**config.mk**
```make
export PLATFORM = sky130hd
export DESIGN_NAME = dsp_fir_tdm
export DESIGN_NICKNAME = d
export VERILOG_FILES = /design/src/rtl/dsp_fir_tdm.sv
export SDC_FILE = /design/constraint.sdc
export NUM_CORES = 2
export LEC_CHECK = 0
export CORE_ASPECT_RATIO = 0.6
export CORE_MARGIN = 1
export CORE_UTILIZATION = 40
export CTS_CLUSTER_SIZE = 40
export DETAILED_ROUTE_END_ITERATION = 8
export GPL_TIMING_DRIVEN = 0
export PLACE_DENSITY = 0.56
export SYNTH_ARGS = -nofsm -noshare
export SYNTH_HDL_FRONTEND = slang
export SYNTH_SLANG_ARGS = --single-unit
```
**constraint.sdc**
```tcl
create_clock -name clk_i -period 42.2 [get_ports clk_i]
set_input_delay 8.44 -clock clk_i [delete_from_list [all_inputs] [get_ports clk_i]]
set_output_delay 8.44 -clock clk_i [all_outputs]
set_load 0.05 [all_outputs]
```
**src/rtl/dsp_fir_tdm.sv**
```systemverilog
// rtl/dsp_fir_tdm.sv - time-multiplexed binary32 FIR, one fp multiply-accumulate datapath per filter
// Optional FIR_STATUS_EN: invalid/overflow/underflow flags ORed over the accumulate steps of each sample.
module dsp_fir_tdm #(
    parameter int NUM_TAPS   = 8,
    parameter int DATA_WIDTH = 32,
    parameter int MAC_LAT    = 4
) (
    input  logic                          clk_i,
    input  logic                          rst_i,
    input  logic                          ce_i,
    input  logic                          coef_we_i,
    input  logic [$clog2(NUM_TAPS)-1:0]   coef_addr_i,
    input  logic [DATA_WIDTH-1:0]         coef_data_i,
    input  logic                          x_valid_i,
    output logic                          x_ready_o,
    input  logic [DATA_WIDTH-1:0]         x_i,
    output logic                          y_valid_o,
    output logic [DATA_WIDTH-1:0]         y_o,
    output logic                          busy_o,
    output logic                          invalid_o,
    output logic                          overflow_o,
    output logic                          underflow_o
);
    localparam int TAP_AW  = $clog2(NUM_TAPS);
    localparam int CNT_MAX = (NUM_TAPS > MAC_LAT) ? NUM_TAPS : MAC_LAT;
    localparam int CNT_W   = $clog2(CNT_MAX) + 1;
    localparam int P_LEN   = MAC_LAT - 2;
    localparam logic [31:0] QNAN = 32'h7FC00000;

    // Denormal operands and results are flushed to signed zero; round to nearest even.
    // Return value is {invalid, overflow, underflow, result}.
    function automatic logic [34:0] fp_mul(input logic [31:0] a, input logic [31:0] b);
        logic               s, g, st;
        logic               a_zero, b_zero, a_inf, b_inf, a_nan, b_nan;
        logic [47:0]        prod;
        logic [24:0]        mant;
        logic signed [10:0] e;
        a_zero = (a[30:23] == 8'd0);
        b_zero = (b[30:23] == 8'd0);
        a_inf  = (a[30:23] == 8'hFF) && (a[22:0] == 23'd0);
        b_inf  = (b[30:23] == 8'hFF) && (b[22:0] == 23'd0);
        a_nan  = (a[30:23] == 8'hFF) && (a[22:0] != 23'd0);
        b_nan  = (b[30:23] == 8'hFF) && (b[22:0] != 23'd0);
        s      = a[31] ^ b[31];
        g      = 1'b0;
        st     = 1'b0;
        mant   = '0;
        prod   = '0;
        e      = '0;
        if (a_nan || b_nan || (a_inf && b_zero) || (b_inf && a_zero)) begin
            fp_mul = {3'b100, QNAN};
        end else if (a_inf || b_inf) begin
            fp_mul = {3'b000, s, 8'hFF, 23'd0};
        end else if (a_zero || b_zero) begin
            fp_mul = {3'b000, s, 31'd0};
        end else begin
            prod = {24'd0, 1'b1, a[22:0]} * {24'd0, 1'b1, b[22:0]};
            e    = 11'(a[30:23]) + 11'(b[30:23]) - 11'd127;
            if (prod[47]) begin
                mant = {1'b0, prod[47:24]};
                g    = prod[23];
                st   = |prod[22:0];
                e    = e + 11'sd1;
            end else begin
                mant = {1'b0, prod[46:23]};
                g    = prod[22];
                st   = |prod[21:0];
            end
            if (g && (st || mant[0])) mant = mant + 25'd1;
            if (mant[24]) begin
                mant = mant >> 1;
                e    = e + 11'sd1;
            end
            if (e >= 11'sd255)     fp_mul = {3'b010, s, 8'hFF, 23'd0};
            else if (e <= 11'sd0)  fp_mul = {3'b001, s, 31'd0};
            else                   fp_mul = {3'b000, s, e[7:0], mant[22:0]};
        end
    endfunction

    function automatic logic [34:0] fp_add(input logic [31:0] a, input logic [31:0] b);
        logic               a_zero, b_zero, a_inf, b_inf, a_nan, b_nan;
        logic               g, st, sticky;
        logic [31:0]        x, y;
        logic [27:0]        mx, my, sum;
        logic [7:0]         d;
        logic [24:0]        mant;
        logic signed [10:0] e;
        a_zero = (a[30:23] == 8'd0);
        b_zero = (b[30:23] == 8'd0);
        a_inf  = (a[30:23] == 8'hFF) && (a[22:0] == 23'd0);
        b_inf  = (b[30:23] == 8'hFF) && (b[22:0] == 23'd0);
        a_nan  = (a[30:23] == 8'hFF) && (a[22:0] != 23'd0);
        b_nan  = (b[30:23] == 8'hFF) && (b[22:0] != 23'd0);
        g = 1'b0; st = 1'b0; sticky = 1'b0;
        x = a; y = b; mx = '0; my = '0; sum = '0; d = '0; mant = '0; e = '0;
        if (a_nan || b_nan) begin
            fp_add = {3'b000, QNAN};
        end else if (a_inf && b_inf && (a[31] != b[31])) begin
            fp_add = {3'b100, QNAN};
        end else if (a_inf) begin
            fp_add = {3'b000, a};
        end else if (b_inf) begin
            fp_add = {3'b000, b};
        end else if (a_zero && b_zero) begin
            fp_add = {3'b000, a[31] & b[31], 31'd0};
        end else if (a_zero) begin
            fp_add = {3'b000, b};
        end else if (b_zero) begin
            fp_add = {3'b000, a};
        end else begin
            if (a[30:0] < b[30:0]) begin
                x = b;
                y = a;
            end
            d  = x[30:23] - y[30:23];
            mx = {2'b01, x[22:0], 3'b000};
            my = {2'b01, y[22:0], 3'b000};
            if (d >= 8'd27) begin
                sticky = 1'b1;
                my     = '0;
            end else begin
                sticky = |(my & ((28'd1 << d) - 28'd1));
                my     = my >> d;
            end
            my[0] = my[0] | sticky;
            sum   = (x[31] == y[31]) ? mx + my : mx - my;
            e     = 11'(x[30:23]);
            if (sum == 28'd0) begin
                fp_add = 35'd0;
            end else begin
                if (sum[27]) begin
                    sum = {1'b0, sum[27:2], sum[1] | sum[0]};
                    e   = e + 11'sd1;
                end else begin
                    for (int i = 0; i < 26; i++) begin
                        if (!sum[26]) begin
                            sum = sum << 1;
                            e   = e - 11'sd1;
                        end
                    end
                end
                mant = {1'b0, sum[26:3]};
                g    = sum[2];
                st   = |sum[1:0];
                if (g && (st || mant[0])) mant = mant + 25'd1;
                if (mant[24]) begin
                    mant = mant >> 1;
                    e    = e + 11'sd1;
                end
                if (e >= 11'sd255)     fp_add = {3'b010, x[31], 8'hFF, 23'd0};
                else if (e <= 11'sd0)  fp_add = {3'b001, x[31], 31'd0};
                else                   fp_add = {3'b000, x[31], e[7:0], mant[22:0]};
            end
        end
    endfunction

    typedef enum logic [1:0] {S_IDLE, S_MAC, S_DRAIN, S_OUT} state_t;

    state_t                  r_state, w_state_nxt;
    logic [CNT_W-1:0]        r_cnt;
    logic [TAP_AW-1:0]       r_wr_ptr, r_rd_ptr;
    logic [DATA_WIDTH-1:0]   r_line [NUM_TAPS];
    logic [DATA_WIDTH-1:0]   r_coef [NUM_TAPS];
    logic [31:0]             r_op_a, r_op_b;
    logic                    r_op_vld, r_op_first;
    logic [34:0]             r_p_data [P_LEN];
    logic [P_LEN-1:0]        r_p_vld, r_p_first;
    logic [31:0]             r_acc, r_y;
    logic [34:0]             w_mul, w_add;
    logic                    w_accept, w_coef_wr, w_out_load, w_last_mac, w_last_drain;

    assign w_last_mac   = (r_cnt == CNT_W'(NUM_TAPS - 1));
    assign w_last_drain = (r_cnt == CNT_W'(MAC_LAT - 1));

    always_comb begin
        w_state_nxt = r_state;
        x_ready_o   = 1'b0;
        y_valid_o   = 1'b0;
        busy_o      = (r_state != S_IDLE);
        w_accept    = 1'b0;
        case (r_state)
            S_IDLE: begin
                x_ready_o = ce_i;
                w_accept  = ce_i && x_valid_i;
                if (w_accept) w_state_nxt = S_MAC;
            end
            S_MAC:   if (w_last_mac) w_state_nxt = S_DRAIN;
            S_DRAIN: if (w_last_drain) w_state_nxt = S_OUT;
            S_OUT: begin
                y_valid_o   = ce_i;
                w_state_nxt = S_IDLE;
            end
            default: w_state_nxt = S_IDLE;
        endcase
    end

    always_ff @(posedge clk_i) begin
        if (rst_i) begin
            r_state <= S_IDLE;
            r_cnt   <= '0;
        end else if (ce_i) begin
            r_state <= w_state_nxt;
            if (r_state != w_state_nxt)                    r_cnt <= '0;
            else if (r_state == S_MAC || r_state == S_DRAIN) r_cnt <= r_cnt + CNT_W'(1);
        end
    end

    assign w_coef_wr  = (r_state == S_IDLE) && coef_we_i &&
                        ({1'b0, coef_addr_i} < (TAP_AW + 1)'(NUM_TAPS));
    assign w_out_load = (r_state == S_DRAIN) && w_last_drain;
    assign w_mul      = fp_mul(r_op_a, r_op_b);
    // The first tap of a sample adds +0 instead of the previous accumulator value.
    assign w_add      = fp_add(r_p_data[P_LEN-1][31:0], r_p_first[P_LEN-1] ? 32'd0 : r_acc);

    always_ff @(posedge clk_i) begin
        if (rst_i) begin
            r_wr_ptr   <= '0;
            r_rd_ptr   <= '0;
            for (int i = 0; i < NUM_TAPS; i++) begin
                r_line[i] <= '0;
                r_coef[i] <= '0;
            end
            r_op_a     <= '0;
            r_op_b     <= '0;
            r_op_vld   <= 1'b0;
            r_op_first <= 1'b0;
            for (int i = 0; i < P_LEN; i++) r_p_data[i] <= '0;
            r_p_vld    <= '0;
            r_p_first  <= '0;
            r_acc      <= '0;
            r_y        <= '0;
        end else if (ce_i) begin
            if (w_coef_wr) r_coef[coef_addr_i] <= coef_data_i;
            if (w_accept) begin
                r_line[r_wr_ptr] <= x_i;
                r_wr_ptr <= (r_wr_ptr == TAP_AW'(NUM_TAPS - 1)) ? '0 : r_wr_ptr + TAP_AW'(1);
                r_rd_ptr <= r_wr_ptr;
            end else if (r_state == S_MAC) begin
                r_rd_ptr <= (r_rd_ptr == '0) ? TAP_AW'(NUM_TAPS - 1) : r_rd_ptr - TAP_AW'(1);
            end
            r_op_a      <= r_line[r_rd_ptr];
            r_op_b      <= r_coef[r_cnt[TAP_AW-1:0]];
            r_op_vld    <= (r_state == S_MAC);
            r_op_first  <= (r_state == S_MAC) && (r_cnt == '0);
            r_p_data[0] <= w_mul;
            r_p_vld[0]  <= r_op_vld;
            r_p_first[0] <= r_op_first;
            for (int i = 1; i < P_LEN; i++) begin
                r_p_data[i]  <= r_p_data[i-1];
                r_p_vld[i]   <= r_p_vld[i-1];
                r_p_first[i] <= r_p_first[i-1];
            end
            if (r_p_vld[P_LEN-1]) r_acc <= w_add[31:0];
            if (w_out_load)       r_y   <= r_acc;
        end
    end

    assign y_o = r_y;

`ifdef FIR_STATUS_EN
    logic [2:0] r_acc_flags, r_flags;

    always_ff @(posedge clk_i) begin
        if (rst_i) begin
            r_acc_flags <= '0;
            r_flags     <= '0;
        end else if (ce_i) begin
            if (w_accept)
                r_acc_flags <= '0;
            else if (r_p_vld[P_LEN-1])
                r_acc_flags <= r_acc_flags | w_add[34:32] | r_p_data[P_LEN-1][34:32];
            if (w_out_load) r_flags <= r_acc_flags;
        end
    end

    assign {invalid_o, overflow_o, underflow_o} = r_flags;
`else
    logic w_unused_flags;
    assign w_unused_flags = ^{w_add[34:32], r_p_data[P_LEN-1][34:32]};
    assign {invalid_o, overflow_o, underflow_o} = 3'b000;
`endif

endmodule
```
Word-level counts from Yosys, hierarchy flattened
Memory sizes are Yosys's and may differ from the RTL's. A register that Yosys moved wholly into a read port is not among the register bits.
Cells that the tools add are included.
{ "word_totals": {"register_bits": 82, "ram_bits": 582, "out_inout_bits": 38, "memories": 3} }
{ "classes": {"n_addsub": 41, "mul": 1, "n_lt_le_gt_ge": 6, "n_eq_ne": 13, "shift": 2, "n_mux": 647, "bitwise_logic": 7, "n_reduce_logical": 58} }
{ "mem_list": {"columns": ["name", "words", "width", "read_ports", "rd_ports_with_merged_regs", "wr", "line", "rtl"], "rows": [
  ["r_coef", 8, 32, 1, 1, 8, "163", "logic [DATA_WIDTH-1:0] r_coef [NUM_TAPS];"],
  ["r_line", 8, 32, 1, 1, 8, "162", "logic [DATA_WIDTH-1:0] r_line [NUM_TAPS];"],
  ["r_p_data", 2, 35, 2, 0, 2, "166", "logic [34:0] r_p_data [P_LEN];"]
]} }
{ "op_table": {"columns": ["op", "n"], "rows": [
  ["$mux 27", 260],
  ["$mux 11", 277],
  ["$mux 32", 27],
  ["$mux 25", 16],
  ["$sub 11x2->11 const B", 25],
  ["$mux 28", 9],
  ["$mux 35", 3],
  ["$mux 34", 3],
  ["$logic_not 23->1", 4],
  ["$reduce_bool 23->1", 4],
  ["$reduce_or 32->1", 2],
  ["$mux 31", 2],
  ["$mul 24x24->48", 1],
  ["$mux 23", 2],
  ["$mux 1", 34],
  ["$mux 33", 1],
  ["$eq 8x8->1 const B", 4],
  ["$logic_not 8->1", 4],
  ["$lt 31x31->1", 1],
  ["$add 27x28->28", 1],
  ["$and 27x28->28", 1],
  ["$logic_not 28->1", 1],
  ["$reduce_or 28->1", 1],
  ["$shl 1x8->28 const A", 1],
  ["other kinds (44)", 91]
]} }

Depth between registers and ports, before layout
{ "logic_depth": {"word_depth": 332, "depth_mapped": 127, "mapped_depth_nobuf": 119} }

Worst setup path before layout
No wires, ideal clock.
{ "synth_timing": {"path_kind": "reg-to-reg", "from": "register r_p_first[1]", "to": "register r_acc[15]", "setup_time_ns": 0.126, "arrival_time_ns": 22.419, "path_slack_ns": 19.655, "stages_incl_launch_ff": 116, "path_buffers": 10, "cell_sequence": "dfxtp_1 -> clkbuf_1 -> clkbuf_1 -> clkbuf_1 -> nand2b_1 -> ha_1 -> nand4_1 -> nor3_1 -> a221oi_1 -> nand2_1 -> nor2_4 -> clkbuf_1 -> clkbuf_1 -> a21oi_1 -> ha_1 -> a2111o_1 -> buf_2 -> nand2_2 -> [... 80 more ...] -> nand2_1 -> or4_1 -> nor4b_1 -> or2_1 -> nor2_1 -> xor2_1 -> nand4b_1 -> xnor2_1 -> nor3_1 -> xnor2_1 -> a21oi_2 -> nand4b_1 -> or2_4 -> o32ai_4 -> and2b_1 -> a21oi_4 -> a222oi_1 -> o21ai_1"} }
{ "synth_via": {"elab_chain_len": 332} }
{ "synth_lines": {"columns": ["element", "line", "rtl"], "rows": [
  ["start: declaration", "167", "logic [P_LEN-1:0] r_p_vld, r_p_first;"],
  ["start signal: indexed assignment", "251", "r_p_first[i] <= r_p_first[i-1];"],
  ["$mux 32 (*)", "213", "assign w_add = fp_add(r_p_data[P_LEN-1][31:0], r_p_first[P_LEN-1] ? 32'd0 : r_acc);"],
  ["$lt 31x31->1", "111", "if (a[30:0] < b[30:0]) begin"],
  ["$mux 32", "111", null],
  ["$mux 32", "108", "end else if (b_zero) begin"],
  ["$mux 32", "106", "end else if (a_zero) begin"],
  ["$mux 32", "104", "end else if (a_zero && b_zero) begin"],
  ["$mux 32", "102", "end else if (b_inf) begin"],
  ["$mux 32", "100", "end else if (a_inf) begin"],
  ["[... 316 more ...]", null, null],
  ["$mux 32", "128", "if (sum == 28'd0) begin"],
  ["$mux 32", "108", null],
  ["$mux 32", "106", null],
  ["$mux 32", "104", null],
  ["$mux 32", "102", null],
  ["$mux 32", "100", null],
  ["$mux 32", "98", "end else if (a_inf && b_inf && (a[31] != b[31])) begin"],
  ["$mux 32 (*)", "96", "if (a_nan || b_nan) begin"],
  ["end signal: assignment", "253", "if (r_p_vld[P_LEN-1]) r_acc <= w_add[31:0];"],
  ["end: declaration", "168", "logic [31:0] r_acc, r_y;"]
]} }
Mark *: on every way between the ends. The rest lies on a longest branch, timed or not. The select of a mux whose other input is x is not followed.
A chain may end at the register's enable or synchronous reset.

Worst setup path in the final report
{ "layout_timing": {"from": "register r_p_first[1]", "to": "register r_acc[9]"} }
The elaborated chain is that of the path after synthesis.

==> results.py <==
metrics = {
    "timing": {
        "slew_headroom_pct": -8.10,
        "final.setup.worst_slack_ns": 10.99,
        "hold_viol_final": 0,
        "fin_tns_setup_ns": 0,
        "skew_ns": 0.0582,
        "holdWs_ns": 0.458,
        "fmax_mhz": 32.0,
        "rsz0062_at_grt": "false",
        "worstMarginPinSlew_ns": 1.60,
        "maxSlewViolCount": 14,
        "fin_crit_sh_pct": 74.0,
        "timing.final.crit_period_ns": 31.21,
        "setup_viol": 0,
    },
    "setup_path": {
        "rr_worst_depth": 109,
        "crit_required_ns": 42.79,
        "rr_startpoint": "r_p_first[1]",
        "max_stage_delay_ns": 0.93,
        "path_max_fanout": 10,
        "cp_top_family": "simple AND/OR/NAND/NOR gates",
        "worstSetupPathType": "reg2reg",
        "r2r_setup_slack_ns": 10.99,
        "critical-path-slowest-cell": "nor3b_2",
        "startpoint_type": "register",
        "arrival_ns": 31.80,
        "rr_endpoint": "r_acc[9]",
        "worst-path-buf-inv": 9,
        "crit_path_end_kind": "register",
        "path_common_cell": "ha_1",
    },
    "power": {
        "power_density_nw_per_um2": 41.3,
        "vdd_ir_drop_max_uv": 38.5,
        "swShare_pct": 45.4,
        "p_seq_share_pct": 25.3,
        "p_leak_nw": 30.9,
        "power.share.clock_pct": 21.1,
        "power_frac_comb_pct": 53.6,
        "intPower_w": 0.00178,
        "switching_power_w": 0.00148,
    },
    "finish": {
        "final_cell_mix": "nand2_1, and2_1, inv_1",
        "fin_cells": 10500,
        "final_nets": 8875,
        "final_common_cell": "nand2_1",
        "area_growth_pct": 9.44,
        "drive_above_1_share_pct": 6.95,
    },
    "yosys": {
        "yosys_warnings": 0,
        "synth_seq_area_share_pct": 28.0,
        "synth_xor_area_share_pct": 4.02,
        "muxShareOfSynthArea_pct": 6.89,
        "synthArstFlopShare_pct": 0,
        "postSynthCellCount": 7807,
        "synth-simple-area-share_pct": 22.0,
        "synth_top_family_by_area": "simple AND/OR/NAND/NOR gates",
        "synth_compound_area_share_pct": 14.0,
        "synthAdderAreaFrac_pct": 18.8,
        "avgSynthCellArea_sq_um": 9.23,
        "synth_cell_types": 146,
        "ys.flop_type": "edfxtp_1",
        "synth_area_sq_um": 72100,
        "synth_seq_cells": 722,
        "synth_edf_count": 576,
    },
    "floorplanning": {
        "num_rows": 120,
        "dieWidth_um": 550,
        "io_pins": 110,
        "start_util_pct": 40.4,
        "dieArea_sq_um": 182000,
        "die_y_um": 331,
        "coreArea_sq_um": 179000,
    },
    "placement": {
        "gp_congestion": 1.04,
        "placedCellCount": 10300,
        "pre_cts_slack_ns": 12.25,
        "port_buffers": 106,
        "hpwl_mm": 217,
    },
    "clocking": {
        "root_buffer": "clkbuf_16",
        "cts_tree": "yes",
        "clock_latency_ns": 0.67,
        "post_cts_resized": 0,
        "cts_inserted_buffers": 80,
        "cts_setup_buffers": 0,
        "clk_pin_slew_ns": 0.06,
        "htree_levels": 3,
        "cts.sinks": 722,
        "clockBufferDepth": 3,
        "cts_hold_buf": 0,
    },
    "routing": {
        "drc": 0,
        "first_iter_violations": 7938,
        "dr_total_vias": 62200,
        "totalWireLength_mm": 269,
        "wl_per_cell_um": 25.7,
        "drt-vias-per-instance": 5.95,
        "ant_nets": 0,
        "drt_pre_antenna_iters": 6,
    },
    "min_path": {
        "min_path_type": "reg2reg",
        "holdPathEnd": "y_o[24]",
        "whs_path_depth": 2,
        "min_from": "y_o[24]",
    },
    "global_routing": {
        "grtUsageTotal_pct": 29.3,
        "overflow": 0,
        "grt_pass1_wl_mm": 397,
        "antenna_found_initial": 14,
        "grt_pass1_vias": 58600,
        "grt_max_degree": 42,
    },
    "run_status": {
        "status": "complete, but fails checks",
        "violations": "capacitance limit, slew limit",
    },
    "run": {
        "maxCapViolCount": 7,
    },
}
[Yosys cell counts (16+ instances only)]
library cell | n | area (sq um)
a211o_1 | 22 | 193
a211oi_1 | 117 | 878
a21o_1 | 53 | 398
a21oi_1 | 369 | 1850
a221oi_1 | 28 | 245
a22oi_1 | 43 | 323
a31oi_1 | 59 | 369
and2_1 | 813 | 5090
and3_1 | 48 | 300
and4_1 | 21 | 184
buf_1 | 33 | 124
buf_2 | 46 | 230
clkbuf_1 | 366 | 1370
dfxtp_1 | 146 | 2920
edfxtp_1 | 576 | 17300
fa_1 | 484 | 9690
ha_1 | 309 | 3870
inv_1 | 694 | 2610
mux2_2 | 25 | 282
mux2i_1 | 150 | 1500
mux4_2 | 140 | 3150
nand2_1 | 838 | 3150
nand2b_1 | 55 | 344
nand3_1 | 138 | 691
nand4_1 | 87 | 544
nor2_1 | 490 | 1840
nor2b_1 | 55 | 344
nor3_1 | 171 | 856
nor3b_1 | 23 | 173
nor4_1 | 76 | 475
nor4b_1 | 16 | 140
o211ai_1 | 57 | 428
o21a_1 | 32 | 240
o21ai_0 | 244 | 1220
o21ai_1 | 33 | 165
o21bai_1 | 54 | 405
o221ai_1 | 17 | 149
o22ai_1 | 30 | 188
o31ai_1 | 40 | 300
or2_2 | 43 | 269
or3_1 | 49 | 307
or4_1 | 27 | 203
xnor2_1 | 197 | 1730
xor2_1 | 64 | 561
[kinds of logic (layout without fill, tap and decap cells)]
family / count (synthesis) / in the layout
muxes: 317 / 317
and+or+nand+nor: 3054 / 3054
buffers and inverters: 1158 / 1422
adders and majority gates: 793 / 793
DFF: 722 / 722
other: 1 / 10
AOI/OAI and AO/OA: 1470 / 1470
xor gates and xnor gates: 292 / 292
[power groups by stage]
stage	logic [W]	registers, W	clock network [W]
floorplan	0.00120	0.000822	0
detailed placement	0.00168	0.000839	0
global route	0.00190	0.000827	0.000722
global placement	0.00167	0.000838	0
CTS	0.00170	0.000824	0.000694
finish	0.00175	0.000825	0.000687
[layout make-up]
type	count	area [sq um]
Timing Repair Buffer	119	1190
Tap cell	2379	2980
Inverter	701	2630
Buffer	457	1830
Clock inverter	38	328
Multi-Input combinational cell	5929	47500
Clock buffer	107	2230
Sequential cell	722	20200
Antenna cell	7	17.5
Fill cell	17600	99800
[state kept, by name, indices dropped and copies added, names as in the netlist, 2 cells and up]
name       flops
r_coef       256
r_p_data      64
r_line       256
r_op_a        32
r_cnt          4
r_rd_ptr       3
r_wr_ptr       3
r_op_b        32
r_p_vld        2
r_acc         32
r_state        2
y_o           32
r_p_first      2
[through the flow]
stage | utilization (%) | total power, W | instance area (sq um)
floorplan | - | 0.00202 | 72100
global placement | 42.6 | 0.00250 | 76100
detailed placement | 42.7 | 0.00252 | 76300
CTS | 44.1 | 0.00321 | 78800
global route | 44.2 | 0.00345 | 78900
finish | 44.2 | 0.00326 | 78900
[layer usage]
layer / vias up / wire [um] / GRT usage, % / share of wire (%)
li1: 27800 / - / - / -
met1: 31100 / 130000 / 46.6 / 48
met2: 3159 / 97000 / 36.4 / 36
met3: 214 / 38300 / 11.7 / 14
met4: 10 / 3010 / 3.59 / 1.1
met5: - / 435 / 1.59 / 0.16
[worst reg2reg max path: cells and delay by family, from the launching register on]
family | cells | cell delay (ns)
DFF | 1 | 0.65
AOI/OAI and AO/OA | 29 | 8.65
xor gates and xnor gates | 4 | 1.13
muxes | 7 | 1.15
buffers and inverters | 9 | 4.25
and+or+nand+nor | 40 | 8.89
adders and majority gates | 20 | 6.44
[how the worst max path moves through the flow]
stage / slack (ns) / endpoint / cells after the start / from
global route: 9.29 / r_acc[9] / 113 / r_p_first[1]
CTS: 12.11 / r_acc[9] / 113 / r_p_first[1]
finish: 10.99 / r_acc[9] / 109 / r_p_first[1]
floorplan: 19.66 / r_acc[15] / 115 / r_p_first[1]
global placement: 12.48 / r_acc[14] / 113 / r_p_first[1]
detailed placement: 12.25 / r_acc[14] / 113 / r_p_first[1]
Power figures use the tool's default switching activity.
